<file path="config.mk">
export PLATFORM = sky130hd
export DESIGN_NAME = cdc_src_req_queue
export DESIGN_NICKNAME = d
export VERILOG_FILES = /design/src/rtl/cdc_pkg.sv /design/src/rtl/cdc_sync_fifo.sv /design/src/rtl/cdc_src_req_queue.sv
export SDC_FILE = /design/constraint.sdc
export NUM_CORES = 1
export LEC_CHECK = 0
export ABC_AREA = 1
export BUFFER_PORTS_ARGS = -buffer_cell sky130_fd_sc_hd__buf_2
export CORE_UTILIZATION = 50
export CTS_CLUSTER_DIAMETER = 100
export DETAILED_ROUTE_END_ITERATION = 7
export HOLD_SLACK_MARGIN = 0.15
export PLACE_DENSITY = 0.72
export SYNTH_ARGS = -nofsm -noshare
export SYNTH_HDL_FRONTEND = slang
export SYNTH_SLANG_ARGS = --single-unit
export TNS_END_PERCENT = 1
</file>
<file path="constraint.sdc">
create_clock -name source_clk -period 2.45 [get_ports source_clk]
set_input_delay 0.49 -clock source_clk [delete_from_list [all_inputs] [get_ports source_clk]]
set_output_delay 0.49 -clock source_clk [all_outputs]
set_load 0.05 [all_outputs]
</file>
<file path="src/rtl/cdc_pkg.sv">
// Shared types and width helpers for the source-side CDC request queue.
// Latency: n/a (types and constant functions only).
// Backpressure: n/a.
//
// Contents:
//   src_q_state_t : request FSM states (IDLE, WAIT_BUSY, WAIT_DONE)
//   ptr_w()       : FIFO pointer width for a given depth
//   lvl_w()       : FIFO occupancy width for a given depth (holds 0..DEPTH)
package cdc_pkg;

  typedef enum logic [1:0] {
    IDLE      = 2'd0,
    WAIT_BUSY = 2'd1,
    WAIT_DONE = 2'd2
  } src_q_state_t;

  function automatic int ptr_w(input int depth);
    return (depth > 1) ? $clog2(depth) : 1;
  endfunction

  function automatic int lvl_w(input int depth);
    return $clog2(depth) + 1;
  endfunction

endpackage

</file>
<file path="src/rtl/cdc_sync_fifo.sv">
// Single-clock FIFO holding words waiting for the CDC handshake.
// Latency: a pushed word is visible at head_o one cycle after the push edge.
// Backpressure: push_i ignored when full, pop_i ignored when empty.
//
// Ports:
//   source_clk, source_reset_n : clock, async active-low reset
//   push_i / data_i            : write request and word
//   pop_i                      : discard the head word
//   head_o                     : oldest stored word (valid when level_o != 0)
//   level_o                    : occupancy, 0..DEPTH
module cdc_sync_fifo
  import cdc_pkg::*;
#(
  parameter int DATA_W = 32,
  parameter int DEPTH  = 4
) (
  input  logic                      source_clk,
  input  logic                      source_reset_n,
  input  logic                      push_i,
  input  logic [DATA_W-1:0]         data_i,
  input  logic                      pop_i,
  output logic [DATA_W-1:0]         head_o,
  output logic [lvl_w(DEPTH)-1:0]   level_o
);

  localparam int PW = ptr_w(DEPTH);
  localparam int LW = lvl_w(DEPTH);

  logic [DATA_W-1:0] mem_q [DEPTH];
  logic [PW-1:0]     wr_ptr_q, rd_ptr_q;
  logic [LW-1:0]     level_q;
  logic              do_push, do_pop;

  assign do_push = push_i && (level_q != LW'(DEPTH));
  assign do_pop  = pop_i  && (level_q != '0);

  // DEPTH is a power of two, so pointers wrap naturally at PW bits.
  always_ff @(posedge source_clk or negedge source_reset_n) begin
    if (!source_reset_n) begin
      wr_ptr_q <= '0;
      rd_ptr_q <= '0;
      level_q  <= '0;
    end else begin
      if (do_push) wr_ptr_q <= wr_ptr_q + PW'(1);
      if (do_pop)  rd_ptr_q <= rd_ptr_q + PW'(1);
      case ({do_push, do_pop})
        2'b10:   level_q <= level_q + LW'(1);
        2'b01:   level_q <= level_q - LW'(1);
        default: level_q <= level_q;
      endcase
    end
  end

  // Storage carries no reset: contents are only read behind a non-zero level.
  always_ff @(posedge source_clk) begin
    if (do_push) mem_q[wr_ptr_q] <= data_i;
  end

  assign head_o  = mem_q[rd_ptr_q];
  assign level_o = level_q;

endmodule

</file>
<file path="src/rtl/cdc_src_req_queue.sv">
// Source-domain request queue: buffers words and issues one handshake strobe each.
// Latency: strobe in the cycle after the edge following a push into an idle, empty queue.
// Backpressure: in_ready low while full; words held until the crossing completes.
//
// Ports:
//   source_clk, source_reset_n : clock, async active-low reset
//   in_valid/in_ready/in_data  : upstream valid/ready word input
//   hs_strobe                  : one-cycle request pulse to the crossing
//   hs_stall                   : crossing busy (already synchronised), high = busy
//   hs_data                    : bundled data, stable from strobe until completion
//   level                      : FIFO occupancy
//   busy                       : FSM not in IDLE
//   err_timeout                : sticky abort flag, only with CDC_SRC_TIMEOUT_EN
// Optional feature macro: CDC_SRC_TIMEOUT_EN (handshake abort after TIMEOUT_CYCLES).
module cdc_src_req_queue
  import cdc_pkg::*;
#(
  parameter int DATA_W         = 32,
  parameter int DEPTH          = 4,
  parameter int TIMEOUT_CYCLES = 1024
) (
  input  logic                    source_clk,
  input  logic                    source_reset_n,
  input  logic                    in_valid,
  output logic                    in_ready,
  input  logic [DATA_W-1:0]       in_data,
  output logic                    hs_strobe,
  input  logic                    hs_stall,
  output logic [DATA_W-1:0]       hs_data,
  output logic [lvl_w(DEPTH)-1:0] level,
  output logic                    busy
`ifdef CDC_SRC_TIMEOUT_EN
  ,
  output logic                    err_timeout
`endif
);

  localparam int LW = lvl_w(DEPTH);

  src_q_state_t      state_q, state_d;
  logic              strobe_q, strobe_d;
  logic              busy_q, busy_d;
  logic [DATA_W-1:0] hs_data_q, hs_data_d;
  logic [DATA_W-1:0] head;
  logic [LW-1:0]     fifo_level;
  logic              push, pop, err_set, timeout_hit;

  // in_ready depends on the registered level only, so a pop cannot raise it
  // in the same cycle and hs_stall has no path to it.
  assign in_ready = (fifo_level != LW'(DEPTH));
  assign push     = in_valid && in_ready;

  cdc_sync_fifo #(
    .DATA_W (DATA_W),
    .DEPTH  (DEPTH)
  ) u_fifo (
    .source_clk     (source_clk),
    .source_reset_n (source_reset_n),
    .push_i         (push),
    .data_i         (in_data),
    .pop_i          (pop),
    .head_o         (head),
    .level_o        (fifo_level)
  );

  always_comb begin
    state_d   = state_q;
    strobe_d  = 1'b0;
    hs_data_d = hs_data_q;
    pop       = 1'b0;
    err_set   = 1'b0;
    case (state_q)
      IDLE: begin
        if ((fifo_level != '0) && !hs_stall) begin
          hs_data_d = head;
          strobe_d  = 1'b1;
          state_d   = WAIT_BUSY;
        end
      end
      WAIT_BUSY: begin
        if (timeout_hit) begin
          pop     = 1'b1;
          err_set = 1'b1;
          state_d = IDLE;
        end else if (hs_stall) begin
          state_d = WAIT_DONE;
        end
      end
      WAIT_DONE: begin
        // A genuine completion wins over an abort landing on the same edge.
        if (!hs_stall) begin
          pop     = 1'b1;
          state_d = IDLE;
        end else if (timeout_hit) begin
          pop     = 1'b1;
          err_set = 1'b1;
          state_d = IDLE;
        end
      end
      default: state_d = IDLE;
    endcase
    busy_d = (state_d != IDLE);
  end

  always_ff @(posedge source_clk or negedge source_reset_n) begin
    if (!source_reset_n) begin
      state_q   <= IDLE;
      strobe_q  <= 1'b0;
      busy_q    <= 1'b0;
      hs_data_q <= '0;
    end else begin
      state_q   <= state_d;
      strobe_q  <= strobe_d;
      busy_q    <= busy_d;
      hs_data_q <= hs_data_d;
    end
  end

`ifdef CDC_SRC_TIMEOUT_EN
  localparam int TW = $clog2(TIMEOUT_CYCLES + 1);

  logic [TW-1:0] to_cnt_q, to_cnt_d;
  logic          err_q;

  // Counter is zero on entry to WAIT_BUSY, so the abort edge is the
  // TIMEOUT_CYCLES-th edge after the strobe edge.
  assign timeout_hit = (state_q != IDLE) && (to_cnt_q == TW'(TIMEOUT_CYCLES - 1));

  always_comb begin
    to_cnt_d = '0;
    if ((state_q != IDLE) && (state_d != IDLE)) to_cnt_d = to_cnt_q + TW'(1);
  end

  always_ff @(posedge source_clk or negedge source_reset_n) begin
    if (!source_reset_n) begin
      to_cnt_q <= '0;
      err_q    <= 1'b0;
    end else begin
      to_cnt_q <= to_cnt_d;
      err_q    <= err_q | err_set;
    end
  end

  assign err_timeout = err_q;
`else
  logic unused_timeout_cfg;

  assign timeout_hit        = 1'b0;
  assign unused_timeout_cfg = err_set ^ (^TIMEOUT_CYCLES);
`endif

  assign hs_strobe = strobe_q;
  assign hs_data   = hs_data_q;
  assign level     = fifo_level;
  assign busy      = busy_q;

endmodule

</file>
==> flow_summary.yaml <==
placed_design:
  dp_hpwl_um: 8270
  dpl-instance-area_um2: 7730
  io_buffers: 73
  place_congestion: 0.778
  place_ws_ps: 388
global_route:
  grt_usage_pct: 20.5
  grt_max_degree: 49
  grt_pass1_wl_um: 22300
  antenna_found_initial: 2
  overflow: 0
  first_global_vias: 4577
setup_path:
  rrSetupSlack_ps: 390
  setup.worst_path.start: "u_fifo.level_o[0]"
  path_class: "reg2reg"
  worstPathMaxFanout: 7
  r2r-end: "u_fifo.level_o[2]"
  cp.arrival_ps: 2360
  reg2reg_from: "u_fifo.level_o[0]"
  worst_setup_path_start_kind: "register"
  cp-end-kind: "register"
  crit_required_ps: 2750
  worst-r2r-cell-count: 9
timing:
  relSlewSlack_pct: 50.5
  rsz0062_at_grt: "no"
  finClkSkew_ps: 16.2
  worst_hold_slack_ps: 275
  setup_viol: 0
  worst_slack_ps: 393
  setup_tns_ps: 0
  final.min_clock_period_ps: 2060
  maxClockFrequency_ghz: 0.486
  period_share_pct: 83.9
  slew_viol_final: 0
  worst_pin_slew_ps: 743
  finalHoldViolations: 0
synthesis:
  async_flop_share_pct: 25.1
  yosysSeqAreaShare_pct: 68.5
  synth_nets: 747
  synth.avg_cell_area_um2: 10.2
  synth_most_common_cell: "nand2_1"
  synth_ff_type: "edfxtp_1"
  ys_types: 22
  ys_seq_elements: 171
  synth_top_area_share_pct: 53.5
  ys_top_cells_by_count: "nand2_1 (267), inv_1 (143), edfxtp_1 (128)"
  synthTopCellsByArea: "edfxtp_1 (54%), dfrtp_1 (15%), nand2_1 (14%)"
  synth_top_cell_by_area: "edfxtp_1"
  synth-edff-count: 128
  syn_inst: 705
  syn_area_um2: 7180
  yosys_warnings: 0
clock_network:
  cts_setup_buffers: 0
  root_buffer: "clkbuf_16"
  clock-sinks: 171
  cts_tree: "yes"
  clock_latency_ps: 430
  cts_resized: 0
  htreeDepth: 4
  clk_pin_slew_ps: 60
  ctsHoldBuffers: 1
  cts_made_buffers: 17
  clockBufferDepth: 2
routing:
  avgRoutedWirePerCell_um: 14.5
  drtPass1Iterations: 5
  vias: 4717
  drt_iter0_drc: 281
  drc_errors: 0
  detail-route-antenna-nets: 0
  viasPerCell: 4.84
  wl_um: 14100
status:
  status: "finished, final reports clean"
die:
  die_h_um: 122
  rows: 43
  initial_core_util_pct: 51.5
  chipWidth_um: 122
  dieArea_um2: 14800
  boundaryPins: 74
  core_area_um2: 13900
power:
  irDropWorstVdd_uv: 690
  power_mw: 11.0
  power_density_nw_per_um2: 1310
  p_leak_nw: 4.08
min_path:
  hold_path_class: "in2reg"
  min_to: "u_fifo.mem_q[1][24]"
  min_path_cells: 1
  hold_start: "in_data[24]"
cells_and_area:
  nets: 822
  syn_to_final_growth_pct: 16.7
  layout-drive-gt1-share_pct: 16.0
  stdcell_area_um2: 8380
flow_run:
  maxCapViolCount: 0
[report_power, final]
group / switching, mW / total (mW) / internal (mW) / leakage (nW)
clock: 1.06 / 2.84 / 1.78 / 0.316
sequential: 0.314 / 4.23 / 3.91 / 1.70
combinational: 2.91 / 3.90 / 0.985 / 2.06
total: 4.29 / 11.0 / 6.68 / 4.08
[cells in the final DEF, fill, tap and decap left out, types with 3 or more instances in the layout]
master / n
dfrtp_1: 42
buf_4: 7
inv_1: 143
clkinv_2: 6
nand3_1: 66
edfxtp_1: 128
ha_1: 5
clkbuf_8: 3
buf_2: 73
bufinv_16: 4
nand2_1: 267
inv_2: 3
clkbuf_16: 17
nor2_4: 4
nor2_1: 3
[critical path: stages, from the launching register on]
cell and delay [ps]:
dfrtp_1 420, nor2_2 160, nand2_1 110, nand2_2 250, ha_1 230, inv_1 70, fa_1 380, nand2_1 80
nand3b_1 90, xor2_1 140
[through the flow]
step           std cells  util (%)
2_1_floorplan        705         -
3_3_place_gp         940      55.5
5_1_grt              974      60.1
6_report             974      60.1
4_1_cts              973      60.1
3_5_place_dp         940      55.5
[kinds of logic after synthesis]
| logic type | share of synthesized area, % |
|---|---|
| flops | 68.5 |
| fa+ha+maj | 1.15 |
| compound gates | 0.279 |
| xor+xnor | 0.488 |
| buf+inv | 9.85 |
| simple gates | 19.7 |
[how the worst max path moves through the flow]
stage,cells past startpoint,endpoint,slack (ps)
detailed placement,9,u_fifo.level_o[2],390
floorplan,4,u_fifo.mem_q[0][0],-240
CTS,9,u_fifo.level_o[2],390
global route,9,u_fifo.level_o[2],300
global placement,10,u_fifo.level_o[2],480
finish,9,u_fifo.level_o[2],390
[sequential cells by signal, summed over array words and instances, names as in the netlist]
| name | cells |
|---|---|
| busy | 1 |
| hs_data | 32 |
| hs_strobe | 1 |
| state_q | 2 |
| u_fifo.level_o | 3 |
| u_fifo.mem_q | 128 |
| u_fifo.rd_ptr_q | 2 |
| u_fifo.wr_ptr_q | 2 |
[cell type report]
| type | instances | area, µm² |
|---|---|---|
| flip-flops and latches | 171 | 4920 |
| multi-input cells | 361 | 1580 |
| diodes | 1 | 2.50 |
| clock buffers | 20 | 467 |
| inverters | 146 | 548 |
| clock inverters | 12 | 166 |
| fillers | 1092 | 5550 |
| repair buffers | 83 | 468 |
| well taps | 180 | 225 |
[layer usage]
layer / track usage [%] / vias to the layer above / share of wire (%)
met5: 0 / - / 0.092
met4: 9.26 / 2 / 1.9
met3: 4.92 / 20 / 4.8
met2: 35.6 / 103 / 52
met1: 24.1 / 2267 / 41
li1: - / 2325 / -
Note: power is estimated with default switching activity, not from simulation.
